--- config.mk ---
export PLATFORM = sky130hd
export DESIGN_NAME = mem_access_unit
export DESIGN_NICKNAME = d
export VERILOG_FILES = /design/src/rtl/mem_access_unit_pkg.sv /design/src/rtl/mem_wait_timer.sv /design/src/rtl/mem_access_unit.sv
export SDC_FILE = /design/constraint.sdc
export NUM_CORES = 1
export LEC_CHECK = 0
export CAP_MARGIN = 30
export CORE_MARGIN = 2
export CORE_UTILIZATION = 44
export CTS_BUF_LIST = sky130_fd_sc_hd__clkbuf_4 sky130_fd_sc_hd__clkbuf_8 sky130_fd_sc_hd__clkbuf_16
export DETAILED_ROUTE_END_ITERATION = 8
export PLACE_DENSITY = 0.84
export SYNTH_ARGS = -nofsm -noshare
export SYNTH_HDL_FRONTEND = slang
export SYNTH_HIERARCHICAL = 1
export SYNTH_SLANG_ARGS = --single-unit
--- constraint.sdc ---
create_clock -name i_clk -period 2.85 [get_ports i_clk]
set_input_delay 0.285 -clock i_clk [delete_from_list [all_inputs] [get_ports i_clk]]
set_output_delay 0.285 -clock i_clk [all_outputs]
set_load 0.05 [all_outputs]
--- src/rtl/mem_access_unit_pkg.sv ---
// rtl/mem_access_unit_pkg.sv - shared encodings for the memory-access stage
//
// Purpose: op encodings, FSM state encoding and a small op-decode helper
//          shared by mem_access_unit and its bench.
// Ports:   none (package).

package mem_access_unit_pkg;

   localparam logic [1:0] MEM_OP_PASS  = 2'b00;
   localparam logic [1:0] MEM_OP_LOAD  = 2'b01;
   localparam logic [1:0] MEM_OP_STORE = 2'b10;
   localparam logic [1:0] MEM_OP_RSVD  = 2'b11;

   typedef enum logic {
      ST_IDLE = 1'b0,
      ST_WAIT = 1'b1
   } mau_state_t;

   // Reserved op behaves exactly like pass, so only load/store touch memory.
   function automatic logic is_mem_op(input logic [1:0] op);
      return (op == MEM_OP_LOAD) || (op == MEM_OP_STORE);
   endfunction

endpackage

--- src/rtl/mem_wait_timer.sv ---
// rtl/mem_wait_timer.sv - wait-cycle counter with expire flag for the memory stage
//
// Purpose: counts cycles spent waiting for mem_ack and flags the cycle in
//          which the TIMEOUT_CYCLES-th un-acked wait cycle occurs.
// Ports:
//   i_clk     clock, rising edge
//   i_rst_n   asynchronous active-low reset
//   i_start   clear the count (asserted on the edge that enters WAIT)
//   i_active  in WAIT without ack this cycle
//   o_expire  this cycle is the last allowed wait cycle (combinational)

module mem_wait_timer #(
   parameter int TIMEOUT_CYCLES = 64
) (
   input  logic i_clk,
   input  logic i_rst_n,
   input  logic i_start,
   input  logic i_active,
   output logic o_expire
);

   localparam int CW = $clog2(TIMEOUT_CYCLES + 1);
   localparam logic [CW-1:0] LAST = CW'(TIMEOUT_CYCLES - 1);

   logic [CW-1:0] r_cnt;

   always_ff @(posedge i_clk or negedge i_rst_n) begin
      if (!i_rst_n) begin
         r_cnt <= '0;
      end else if (i_start) begin
         r_cnt <= '0;
      end else if (i_active) begin
         r_cnt <= r_cnt + 1'b1;
      end
   end

   // The count equals the number of un-acked wait cycles already completed,
   // so LAST marks the TIMEOUT_CYCLES-th such cycle.
   assign o_expire = i_active && (r_cnt == LAST);

endmodule

--- src/rtl/mem_access_unit.sv ---
// rtl/mem_access_unit.sv - memory-access pipeline stage with req/ack data-memory port
//
// Purpose: takes the execute-stage result, forwards pass ops to writeback
//          with one cycle latency, and runs a req/ack transaction for loads
//          and stores while stalling upstream.
// Optional: MEM_ACCESS_TIMEOUT_EN adds a wait timeout (mem_wait_timer) that
//           aborts with a one-cycle o_mem_fault pulse.
// Ports:
//   i_clk, i_rst_n                  clock, async active-low reset
//   i_ex_valid/op/result/store_data/rd/wb_en   execute-stage instruction
//   i_flush                         squash input / suppress pending writeback
//   o_stall                         upstream must hold (state == WAIT)
//   o_mem_req/we/addr/wdata         data-memory request
//   i_mem_ack, i_mem_rdata          data-memory completion and load data
//   o_wb_valid/we/rd/data           writeback slot
//   o_mem_fault                     timeout abort pulse (0 without the option)

module mem_access_unit
   import mem_access_unit_pkg::*;
#(
   parameter int DW             = 16,
   parameter int RW             = 3,
   parameter int TIMEOUT_CYCLES = 64
) (
   input  logic          i_clk,
   input  logic          i_rst_n,
   input  logic          i_ex_valid,
   input  logic [1:0]    i_ex_op,
   input  logic [DW-1:0] i_ex_result,
   input  logic [DW-1:0] i_ex_store_data,
   input  logic [RW-1:0] i_ex_rd,
   input  logic          i_ex_wb_en,
   input  logic          i_flush,
   output logic          o_stall,
   output logic          o_mem_req,
   output logic          o_mem_we,
   output logic [DW-1:0] o_mem_addr,
   output logic [DW-1:0] o_mem_wdata,
   input  logic          i_mem_ack,
   input  logic [DW-1:0] i_mem_rdata,
   output logic          o_wb_valid,
   output logic          o_wb_we,
   output logic [RW-1:0] o_wb_rd,
   output logic [DW-1:0] o_wb_data,
   output logic          o_mem_fault
);

   if (TIMEOUT_CYCLES < 1) begin : g_bad_timeout
      $error("TIMEOUT_CYCLES must be at least 1");
   end

   mau_state_t    r_state;
   logic          r_is_store;
   logic [DW-1:0] r_addr;
   logic [DW-1:0] r_wdata;
   logic [RW-1:0] r_rd;
   logic          r_wb_en;
   logic          r_flushed;
   logic          r_wb_valid;
   logic          r_wb_we;
   logic [RW-1:0] r_wb_rd;
   logic [DW-1:0] r_wb_data;
   logic          w_in_wait;
   logic          w_accept_mem;

   assign w_in_wait    = (r_state == ST_WAIT);
   assign w_accept_mem = (r_state == ST_IDLE) && i_ex_valid && !i_flush && is_mem_op(i_ex_op);

`ifdef MEM_ACCESS_TIMEOUT_EN
   logic w_timeout;
   logic r_mem_fault;

   mem_wait_timer #(
      .TIMEOUT_CYCLES(TIMEOUT_CYCLES)
   ) u_wait_timer (
      .i_clk    (i_clk),
      .i_rst_n  (i_rst_n),
      .i_start  (w_accept_mem),
      .i_active (w_in_wait && !i_mem_ack),
      .o_expire (w_timeout)
   );

   assign o_mem_fault = r_mem_fault;
`else
   assign o_mem_fault = 1'b0;
`endif

   always_ff @(posedge i_clk or negedge i_rst_n) begin
      if (!i_rst_n) begin
         r_state    <= ST_IDLE;
         r_is_store <= 1'b0;
         r_addr     <= '0;
         r_wdata    <= '0;
         r_rd       <= '0;
         r_wb_en    <= 1'b0;
         r_flushed  <= 1'b0;
         r_wb_valid <= 1'b0;
         r_wb_we    <= 1'b0;
         r_wb_rd    <= '0;
         r_wb_data  <= '0;
`ifdef MEM_ACCESS_TIMEOUT_EN
         r_mem_fault <= 1'b0;
`endif
      end else begin
         r_wb_valid <= 1'b0;
`ifdef MEM_ACCESS_TIMEOUT_EN
         r_mem_fault <= 1'b0;
`endif
         case (r_state)
            ST_IDLE: begin
               if (w_accept_mem) begin
                  r_state    <= ST_WAIT;
                  r_is_store <= (i_ex_op == MEM_OP_STORE);
                  r_addr     <= i_ex_result;
                  r_wdata    <= i_ex_store_data;
                  r_rd       <= i_ex_rd;
                  r_wb_en    <= i_ex_wb_en;
                  r_flushed  <= 1'b0;
               end else if (i_ex_valid && !i_flush) begin
                  // pass and reserved ops go straight to writeback
                  r_wb_valid <= 1'b1;
                  r_wb_we    <= i_ex_wb_en;
                  r_wb_rd    <= i_ex_rd;
                  r_wb_data  <= i_ex_result;
               end
            end
            ST_WAIT: begin
               if (i_mem_ack) begin
                  // a flush seen in the ack cycle itself also squashes the result
                  r_state    <= ST_IDLE;
                  r_flushed  <= 1'b0;
                  r_wb_valid <= !(r_flushed || i_flush);
                  r_wb_we    <= !r_is_store && r_wb_en;
                  r_wb_rd    <= r_rd;
                  r_wb_data  <= r_is_store ? '0 : i_mem_rdata;
`ifdef MEM_ACCESS_TIMEOUT_EN
               end else if (w_timeout) begin
                  r_state     <= ST_IDLE;
                  r_flushed   <= 1'b0;
                  r_mem_fault <= 1'b1;
                  r_wb_valid  <= 1'b1;
                  r_wb_we     <= 1'b0;
                  r_wb_rd     <= r_rd;
                  r_wb_data   <= '0;
`endif
               end else if (i_flush) begin
                  r_flushed <= 1'b1;
               end
            end
         endcase
      end
   end

   assign o_stall     = w_in_wait;
   assign o_mem_req   = w_in_wait;
   assign o_mem_we    = w_in_wait && r_is_store;
   assign o_mem_addr  = r_addr;
   assign o_mem_wdata = r_wdata;
   assign o_wb_valid  = r_wb_valid;
   assign o_wb_we     = r_wb_we;
   assign o_wb_rd     = r_wb_rd;
   assign o_wb_data   = r_wb_data;

endmodule

# After elaboration in Yosys (flattened, before gate mapping)
# Cells that the tools add are included.
# W data, S select, Z words.
[op_classes]
n_eq_ne = 7
n_mux = 24
bitwise = 1
n_reduce_logical = 14
[ops]
columns = ["op", "count"]
rows = [
  ["$mux W16", 4],
  ["$pmux W16 S2", 1],
  ["$mux W1", 11],
  ["$mux W3", 3],
  ["$pmux W1 S2", 4],
  ["$logic_and A1 B1 Y1", 6],
  ["$ne A2 B2 Y1 const B", 3],
  ["$pmux W3 S2", 1],
  ["$reduce_and A2 Y1", 2],
  ["$logic_not A1 Y1", 3],
  ["$ne A3 B3 Y1 const B", 1],
  ["$reduce_and A3 Y1", 1],
  ["$eq A2 B1 Y1 const B", 1],
  ["$eq A2 B2 Y1 const B", 1],
  ["$logic_or A1 B1 Y1", 2],
  ["$ne A2 B1 Y1 const B", 1],
  ["$not A1 Y1", 1],
]
[word_totals]
regBits = 60

# Longest topological paths before layout
# Gate-level depths: netlist of the first run.
[depth]
word_depth = 6
mapped_depth = 6
ltp_nobuf = 5

# Worst setup path after synthesis of the first run
# No wires, ideal clock.
[synth_timing]
kind = "register to register"
start = "register r_state (netlist: o_mem_req)"
end = "register r_addr[0] (netlist: o_mem_addr[0])"
t_arrival_ps = 1732
required_time_ps = 2723
setup_slack_ps = 991
stages_incl_launch_ff = 6
period_less_slack_ps = 1859
path_cell_list = "dfrtp_1 > buf_6 > nor4b_4 > buf_6 > buf_6 > mux2_1"
[synth_between]
elab_chain_len = 5
[synth_rtl]
columns = ["element", "line_no", "text"]
rows = [
  ["start, declared", "mem_access_unit.sv:52", "mau_state_t r_state;"],
  ["start signal, assigned", "mem_access_unit.sv:90", "r_state <= ST_IDLE;"],
  ["start signal, assigned", "mem_access_unit.sv:112", "r_state <= ST_WAIT;"],
  ["start signal, assigned", "mem_access_unit.sv:130", "r_state <= ST_IDLE;"],
  ["$not A1 Y1 (no line) *", "--", ""],
  ["$logic_and A1 B1 Y1 (3 in series)", "mem_access_unit.sv:67", "assign w_accept_mem = (r_state == ST_IDLE) && i_ex_valid && !i_flush && is_mem_op(i_ex_op);"],
  ["$reduce_and A2 Y1 (no line) *", "--", ""],
  ["end signal, assigned", "mem_access_unit.sv:114", "r_addr <= i_ex_result;"],
  ["end, declared", "mem_access_unit.sv:54", "logic [DW-1:0] r_addr;"],
]
# Every way passes the cells marked *; elsewhere a longest branch is shown, timed or not.
# A chain may end at the register's enable or synchronous reset.

# Final worst setup path of the first run
[layout_timing]
start = "register r_state (netlist: o_mem_req)"
end = "output o_mem_we"
[layout_between]
elab_chain_len = 1
[layout_rtl]
columns = ["element", "line_no", "text"]
rows = [
  ["$logic_and A1 B1 Y1", "mem_access_unit.sv:156", "assign o_mem_we = w_in_wait && r_is_store;"],
  ["end, declared", "mem_access_unit.sv:36", "output logic o_mem_we,"],
]
# Every way passes these cells.

==> results of run 1 <==
critical path: stages, from the launching register on:
cell             delay [ns]
dfrtp_1                0.69
and2_1                 0.20
clkdlybuf4s50_1        0.81
kinds of logic (layout without fill, tap and decap cells):
logic type / Yosys count / in the layout
AO/OA/AOI/OAI: 21 / 21
adder cells (fa/ha/maj): 1 / 1
buffers and inverters: 15 / 135
flip-flops: 60 / 60
multiplexers: 60 / 60
other: 1 / 1
AND/OR/NAND/NOR: 9 / 9
final cells by class:
| cell class | count | area, um^2 | area share (%) |
|---|---|---|---|
| Inverter | 2 | 7.51 | 0.194 |
| Clock buffer | 11 | 145 | 3.74 |
| Clock inverter | 3 | 15.0 | 0.387 |
| Timing Repair Buffer | 119 | 1170 | 30.3 |
| Sequential cell | 60 | 1500 | 38.7 |
| Multi-Input combinational cell | 92 | 946 | 24.4 |
| Tap cell | 72 | 90.1 | 2.32 |
flip-flops by register name, summed over array words and instances, names as in the netlist:
register     count
o_mem_addr      16
o_mem_wdata     16
o_wb_data       16
o_wb_rd          3
r_rd             3
o_mem_req        1
o_wb_valid       1
o_wb_we          1
r_flushed        1
r_is_store       1
r_wb_en          1
report_power, final:
part           leakage (uW)  switching, uW  total (uW)  internal (uW)
Combinational      0.000809           1150        1860            712
Clock             0.0000882            305         639            334
Sequential         0.000719            143        1260           1120
per-stage QoR:
stage | util, % | hold slack [ns] | setup WS [ns]
5_1_grt | 70.0 | 0.163 | 0.437
6_report | 70.0 | 0.103 | 0.532
3_5_place_dp | 67.1 | 0.476 | 0.603
2_1_floorplan | - | -0.0106 | 0.991
3_3_place_gp | 67.1 | 0.463 | 0.655
4_1_cts | 70.0 | 0.132 | 0.506
routing by layer:
layer / share of wire (%) / track usage [%] / vias to the layer above
li1: - / - / 835
met1: 42 / 25.3 / 884
met2: 49 / 32.8 / 72
met3: 8.0 / 7.24 / 7
met4: 1.1 / 7.63 / 0
met5: 0 / 0 / -
synthesized netlist by cell type:
master	count	area, um^2
mux2_2	52	586
and2_1	1	6.26
nor4b_4	1	23.8
ha_1	1	12.5
clkbuf_1	3	11.3
mux2_1	8	90.1
buf_4	4	30.0
inv_1	2	7.51
o32ai_1	1	8.76
nor2_1	2	7.51
a22o_1	16	140
o21bai_1	1	7.51
dfrtp_1	60	1500
o22a_1	1	8.76
o2bb2ai_1	1	8.76
buf_2	3	15.0
nand2_1	4	15.0
buf_6	3	33.8
nor2b_1	1	6.26
o31ai_1	1	7.51
conb_1	1	3.75
placed cells by master, fill, tap and decap left out:
master / instances
conb_1: 1
nor2_1: 2
clkdlybuf4s50_1: 113
nor4b_4: 1
nand2_1: 4
buf_4: 5
dfrtp_1: 60
o22a_1: 1
clkbuf_8: 10
buf_2: 1
clkbuf_4: 1
a22o_1: 16
mux2_1: 8
nor2b_1: 1
o2bb2ai_1: 1
inv_1: 2
o21bai_1: 1
and2_1: 1
o31ai_4: 1
clkinv_2: 3
o32ai_1: 1
ha_1: 1
mux2_2: 52
how the worst max path moves through the flow:
| stage | end | slack, ns | startpoint | depth (start not counted) |
|---|---|---|---|---|
| after floorplan | o_mem_addr[0] | 0.99 | o_mem_req | 5 |
| after global placement | o_mem_wdata[11] | 0.65 | i_ex_op[0] | 6 |
| after detailed placement | o_wb_data[14] | 0.60 | i_ex_op[0] | 7 |
| after CTS | o_mem_we | 0.51 | o_mem_req | 2 |
| after global routing | o_mem_we | 0.44 | o_mem_req | 2 |
| final | o_mem_we | 0.53 | o_mem_req | 2 |
==> flow_summary.toml, run 1 <==
[grt]
antenna_found_initial = 0
grt_pass1_wl_um = 9760
grt_pass1_vias = 2003
grt_max_degree = 61
grt_overflow = 0
grtUsageTotal_pct = 20.4

[route]
drcViolationCount = 0
firstDrtPassIters = 4
vias = 1798
vias_per_cell = 5.01
wire_per_inst_um = 16.0
drt-initial-drc-count = 44
postRouteAntennaNets = 0
wirelength_um = 5760

[power]
power_leakage_uw = 0.00162
max-vdd-ir-drop_mv = 0.563
p_total_uw = 3760
p_per_area_mw_per_mm2 = 970

[clock_tree]
cts_made_buffers = 9
clk_latency_ns = 0.33
clk_path_buf_depth = 2
holdBufCountCts = 0
cts_resized = 0
cts_sinks = 60
cts-root-buf = "clkbuf_8"
htree_levels = 3
clkTransAtPathRegs_ns = 0.06
post-cts-setup-buffer-count = 0
cts_tree = "yes"

[logic_synthesis]
ys_warn_count = 6
synth_compound_area_share_pct = 7.17
yosys.area_share.adder_pct = 0.494
synthCells = 167
ys_types = 21
synth-xor-area-share_pct = 0
syn-cell-area_mm2 = 0.00253
synthMuxAreaShare_pct = 26.7
yosysSeqAreaShare_pct = 59.3
yosys.area_share.simple_pct = 2.32
synth_top_family_by_area = "multiplexers"
syn_area_per_cell_um2 = 15.2
syn_nets = 227
synth_seq_cells = 60

[worst_setup_path]
endpoint_kind = "primary output"
crit-reg2reg-launch = "o_mem_req"
required_ns = 2.57
r2r_cells = 4
r2r_end = "o_wb_data[14]"
path_class = "reg2out"
rrSetupSlack_ns = 0.88
startpoint_type = "flip-flop"
worstPathMaxFanout = 13
worstPathArrival_ns = 2.03

[timing]
rsz0062_at_grt = "no"
final.min_clock_period_ns = 2.32
worst_slew_pin_slew_ns = 0.754
hold_viol = 0
finalCritPeriodShare_pct = 81.3
relSlewSlack_pct = 49.7
tns_ns = 0
skew_ns = 0.00321
timing.fmax_ghz = 0.431
slew_violations = 0
final-setup-viol-count = 0

[placed_design]
globalplace.congestion = 0.675
placed_area_mm2 = 0.00372
dpl.cell_count = 345
io_buffers = 114
dp_hpwl_um = 4080

[floorplanning]
dieArea_mm2 = 0.00638
io_pins = 116
die-width_um = 79.8
rows = 27
die_y_um = 79.8
fp.coreArea_mm2 = 0.00554
initial_utilization_pct = 45.7

[finish]
drive_gt1_share_pct = 25.8
antenna_cells = 0
finalNonFillerCells = 359
finalInstanceArea_mm2 = 0.00388
fin_nets = 344
nFillCells = 418
areaGrowthSynthToFinish_pct = 53.2

[status]
status = "finished clean"

[hold_path]
holdCritPathClass = "in2async"

[job]
maxCapViolCount = 0
(Power assumes the default switching activity.)
==> run 2, diff against run 1 <==
- CORE_UTILIZATION: 44 -> 41
- PLACE_DENSITY: 0.84 -> 0.79
- clock period: 2.85 -> 2.2 ns (I/O delays scaled with it)
==> run 2 against run 1 <==
Via count increased by 3.4%. Clock power up 46%. Routed wire length about the same. Combinational power is 31% higher. Flip-flop and latch count is the same. Sequential share of layout area is 0.90 points lower. First-iteration DRC count shrank 4.5%. Global-route usage shrank 2.5 points. Cell area is 2.4% higher. Die area up 6.9%. Critical endpoint is now o_stall.
==> flow_summary.toml, run 2 (same netlist as run 1, synthesis figures left out) <==
[status]
status = "finished clean"

[finish]
nFillCells = 465
finalNonFillerCells = 369
final_common_cell = "clkdlybuf4s50_1"
final_cell_mix = "clkdlybuf4s50_1 (112), dfrtp_1 (60), mux2_2 (52)"
fin_nets = 350
areaGrowthSynthToFinish_pct = 56.9
drive_gt1_share_pct = 27.6
antenna_cells = 0

[route]
wire_per_inst_um = 15.6
drt-initial-drc-count = 42
postRouteAntennaNets = 0
vias_per_cell = 5.04
vias = 1859
wirelength_um = 5750
drcViolationCount = 0
firstDrtPassIters = 4

[worst_setup_path]
crit_start = "o_mem_req"
r2r_end = "o_mem_wdata[6]"
path_class = "reg2out"
startpoint_type = "flip-flop"
worstPathArrival_ns = 1.71
endpoint_kind = "primary output"
critical_path.endpoint = "o_stall"
path_cells = "buf_4, clkdlybuf4s50_1"
worstPathMaxFanout = 12
rrSetupSlack_ns = 0.54
crit-reg2reg-launch = "o_mem_req"
slowest_delay_ns = 0.83
crit_slowest_cell = "clkdlybuf4s50_1"
r2r_cells = 4
required_ns = 1.98

[floorplanning]
die_y_um = 82.6
initial_utilization_pct = 42.5
io_pins = 116
dieArea_mm2 = 0.00682
rows = 28
die-width_um = 82.6
fp.coreArea_mm2 = 0.00596

[timing]
skew_ns = 0.00582
slew_violations = 0
worst_slew_pin_slew_ns = 0.702
tns_ns = 0
hold_viol = 0
finalCritPeriodShare_pct = 87.7
relSlewSlack_pct = 53.2
final-setup-viol-count = 0
rsz0062_at_grt = "no"
timing.fmax_ghz = 0.519
final.min_clock_period_ns = 1.93

[grt]
grtUsageTotal_pct = 17.9
antenna_found_initial = 0
grt_pass1_wl_um = 9090
grt_max_degree = 32
grt_pass1_vias = 1974
grt_overflow = 0

[power]
power_leakage_uw = 0.00166
max-vdd-ir-drop_mv = 0.703
p_per_area_mw_per_mm2 = 1260

[placed_design]
dpl.cell_count = 352
dp_hpwl_um = 4130
io_buffers = 114
globalplace.congestion = 0.683

[clock_tree]
htree_levels = 3
clk_path_buf_depth = 2
cts-root-buf = "clkbuf_8"
cts_sinks = 60
cts_tree = "yes"
cts_made_buffers = 9
clkTransAtPathRegs_ns = 0.06
post-cts-setup-buffer-count = 0
clk_latency_ns = 0.33

[hold_path]
holdCritPathClass = "in2async"

[job]
maxCapViolCount = 0
-- run 2: timing repair --
| action | CTS | global route |
|---|---|---|
| hold buffers | 1 | 0 |
| setup endpoints to repair | 0 | 0 |
| resized for setup | 0 | 0 |
| endpoints found under the hold margin | 29 | 0 |
-- run 2: critical path: cells and delay by family, from the launching register on --
| family | cells | cell delay (ns) |
|---|---|---|
| buffers and inverters | 2 | 1.04 |
| flip-flops | 1 | 0.34 |
-- run 2: cell type report --
class	instances	area (um^2)	area share, %
clock buffer	14	186	4.69
clock inverter	1	5.00	0.126
inverter	2	7.51	0.189
multi-input combinational	92	946	23.8
tap	75	93.8	2.36
timing repair buffer	125	1230	31.0
sequential	60	1500	37.8
-- run 2: stage by stage --
step	setup WS (ns)	utilization, %	instance area [um^2]	hold slack, ns	total power (uW)
after floorplan	0.341	-	2530	-0.0756	3190
after global placement	0.124	63.2	3760	0.307	4060
after detailed placement	0.0802	63.2	3760	0.311	4100
after CTS	0.245	66.6	3960	0.472	5050
after global routing	0.196	66.7	3970	0.502	5230
final	0.271	66.7	3970	0.474	5000
-- run 2: layer usage --
layer	track usage, %	up-vias	routed length, um
met2	29.7	78	2740
met3	4.24	11	433
li1	-	847	-
met4	9.18	0	102
met5	0	-	0
met1	21.8	923	2470
-- run 2: worst min-delay path by stage --
stage | slack, ns | cells past startpoint | end
2_1_floorplan | -0.08 | 0 | o_mem_addr[0]
3_3_place_gp | 0.31 | 1 | o_wb_data[15]
3_5_place_dp | 0.31 | 1 | o_mem_addr[15]
4_1_cts | 0.47 | 2 | o_mem_wdata[14]
5_1_grt | 0.50 | 2 | o_mem_wdata[12]
6_report | 0.47 | 2 | o_mem_addr[1]
-- run 2: power breakdown --
group	switching (uW)	internal (uW)	total, uW	leakage, uW
Clock	397	537	934	0.000102
Combinational	1500	936	2440	0.000843
Sequential	177	1450	1630	0.000719
Total	2070	2920	5000	0.00166
==> run 3, diff against run 2 <==
- RECOVER_POWER: unset -> 25
==> run 3 against run 2 <==
Routed wire length hardly changed. Final cell count unchanged. Sequential share of layout area rose by 0.060 points. Register-to-register slack is essentially flat. Combinational power about the same. Total power about the same. Core utilization is 0.11 points lower. Via count shrank 0.11%. Die area unchanged. Hold slack improved by 0.0094 ns. Setup slack barely moved. Largest cell class unchanged.
==> flow_summary.toml, run 3 (same netlist as run 1, synthesis figures left out) <==
[power]
max-vdd-ir-drop_mv = 0.689
p_per_area_mw_per_mm2 = 1260
power_leakage_uw = 0.00166

[route]
route.met2.wl_um = 2740
top_layer_used = "met4"
wirelength_um = 5760
m1WireLength_um = 2480
met3_wirelength_um = 433
drt-initial-drc-count = 42
vias = 1857
wire_per_inst_um = 15.6
vias_per_cell = 5.03
firstDrtPassIters = 4
postRouteAntennaNets = 0
drcViolationCount = 0

[worst_setup_path]
required_ns = 1.98
r2r_cells = 4
path_class = "reg2out"
startpoint_type = "flip-flop"
rrSetupSlack_ns = 0.54
worstPathMaxFanout = 12
r2r_end = "o_mem_wdata[6]"
endpoint_kind = "primary output"
crit-reg2reg-launch = "o_mem_req"
worstPathArrival_ns = 1.71

[finish]
final_cell_mix = "clkdlybuf4s50_1 (111), dfrtp_1 (60), mux2_2 (52)"
drive_gt1_share_pct = 27.2
fin_nets = 350
nFillCells = 468
final_common_cell = "clkdlybuf4s50_1"
areaGrowthSynthToFinish_pct = 56.6
antenna_cells = 0

[grt]
grt_pass1_wl_um = 9090
antenna_found_initial = 0
grt_pass1_vias = 1974
grt_overflow = 0
grt_max_degree = 32
grtUsageTotal_pct = 17.9

[clock_tree]
cts-root-buf = "clkbuf_8"
cts_made_buffers = 9
cts_resized = 0
cts_tree = "yes"
clkTransAtPathRegs_ns = 0.06
clk_path_buf_depth = 2
clk_latency_ns = 0.33
cts_sinks = 60
htree_levels = 3

[floorplanning]
die_y_um = 82.6
io_pins = 116
fp.coreArea_mm2 = 0.00596
initial_utilization_pct = 42.5
rows = 28
die-width_um = 82.6
dieArea_mm2 = 0.00682

[timing]
hold_viol = 0
rsz0062_at_grt = "no"
slew_violations = 0
relSlewSlack_pct = 48.1
skew_ns = 0.00582
finalCritPeriodShare_pct = 87.7
final-setup-viol-count = 0
timing.fmax_ghz = 0.519
tns_ns = 0
final.min_clock_period_ns = 1.93
worst_slew_pin_slew_ns = 0.778
hold_slack_ns = 0.484

[placed_design]
dp_hpwl_um = 4130
io_buffers = 114
globalplace.congestion = 0.683

[status]
status = "finished clean"

[job]
maxCapViolCount = 0

[hold_path]
holdCritPathClass = "in2reg"
hold_path_end = "o_mem_wdata[14]"
hold_depth = 2
hp-start = "i_ex_store_data[14]"
run 3: cell count changes in the layout (fill, tap and decap cells not counted), sizes merged:
cell,delta
buf,-3
clkbuf,+3
clkdlybuf4s50,-1
dlygate4sd3,+1
run 3: layout make-up:
cell class | count | area (um^2) | share of cell area (%)
Clock inverter | 1 | 5.00 | 0.126
Clock buffer | 14 | 186 | 4.70
Sequential cell | 60 | 1500 | 37.9
Tap cell | 75 | 93.8 | 2.37
Multi-Input combinational cell | 92 | 946 | 23.9
Inverter | 2 | 7.51 | 0.189
Timing Repair Buffer | 125 | 1220 | 30.9
run 3: routing by layer:
metal / up-vias / GRT usage [%]
li1: 847 / -
met1: 921 / 21.8
met2: 78 / 29.7
met3: 11 / 4.24
met4: 0 / 9.18
met5: - / 0
run 3: through the flow:
| step | instances | area (um^2) | setup slack [ns] | utilization [%] | total power [uW] |
|---|---|---|---|---|---|
| after floorplan | 167 | 2530 | 0.341 | - | 3190 |
| after global placement | 352 | 3760 | 0.124 | 63.2 | 4060 |
| after detailed placement | 352 | 3760 | 0.0802 | 63.2 | 4100 |
| after CTS | 368 | 3960 | 0.245 | 66.6 | 5050 |
| after global routing | 369 | 3970 | 0.196 | 66.6 | 5230 |
| final | 369 | 3970 | 0.271 | 66.6 | 4990 |
run 3: worst max path at each step:
stage / endpoint / from / cells after the start / slack, ns
after global routing: o_stall / o_mem_req / 2 / 0.20
after global placement: o_mem_wdata[4] / i_ex_op[0] / 6 / 0.12
final: o_stall / o_mem_req / 2 / 0.27
after floorplan: o_mem_addr[0] / o_mem_req / 5 / 0.34
after CTS: o_mem_req / o_mem_req / 2 / 0.24
after detailed placement: o_mem_wdata[10] / i_ex_op[0] / 6 / 0.08
run 3: critical path, stage by stage (launching register included):
cell and delay (ns):
dfrtp_1 0.34, buf_4 0.21, clkdlybuf4s50_1 0.83
run 3: what timing repair did:
| item | 4_1_cts | 5_1_grt |
|---|---|---|
| hold buffers | 1 | 0 |
| endpoints found under the hold margin | 29 | 0 |
| buffers inserted | 0 | 0 |
run 3: report_power, final:
group / internal, uW / switching (uW)
Clock: 537 / 397
Combinational: 934 / 1500
Sequential: 1450 / 177
Total: 2920 / 2070
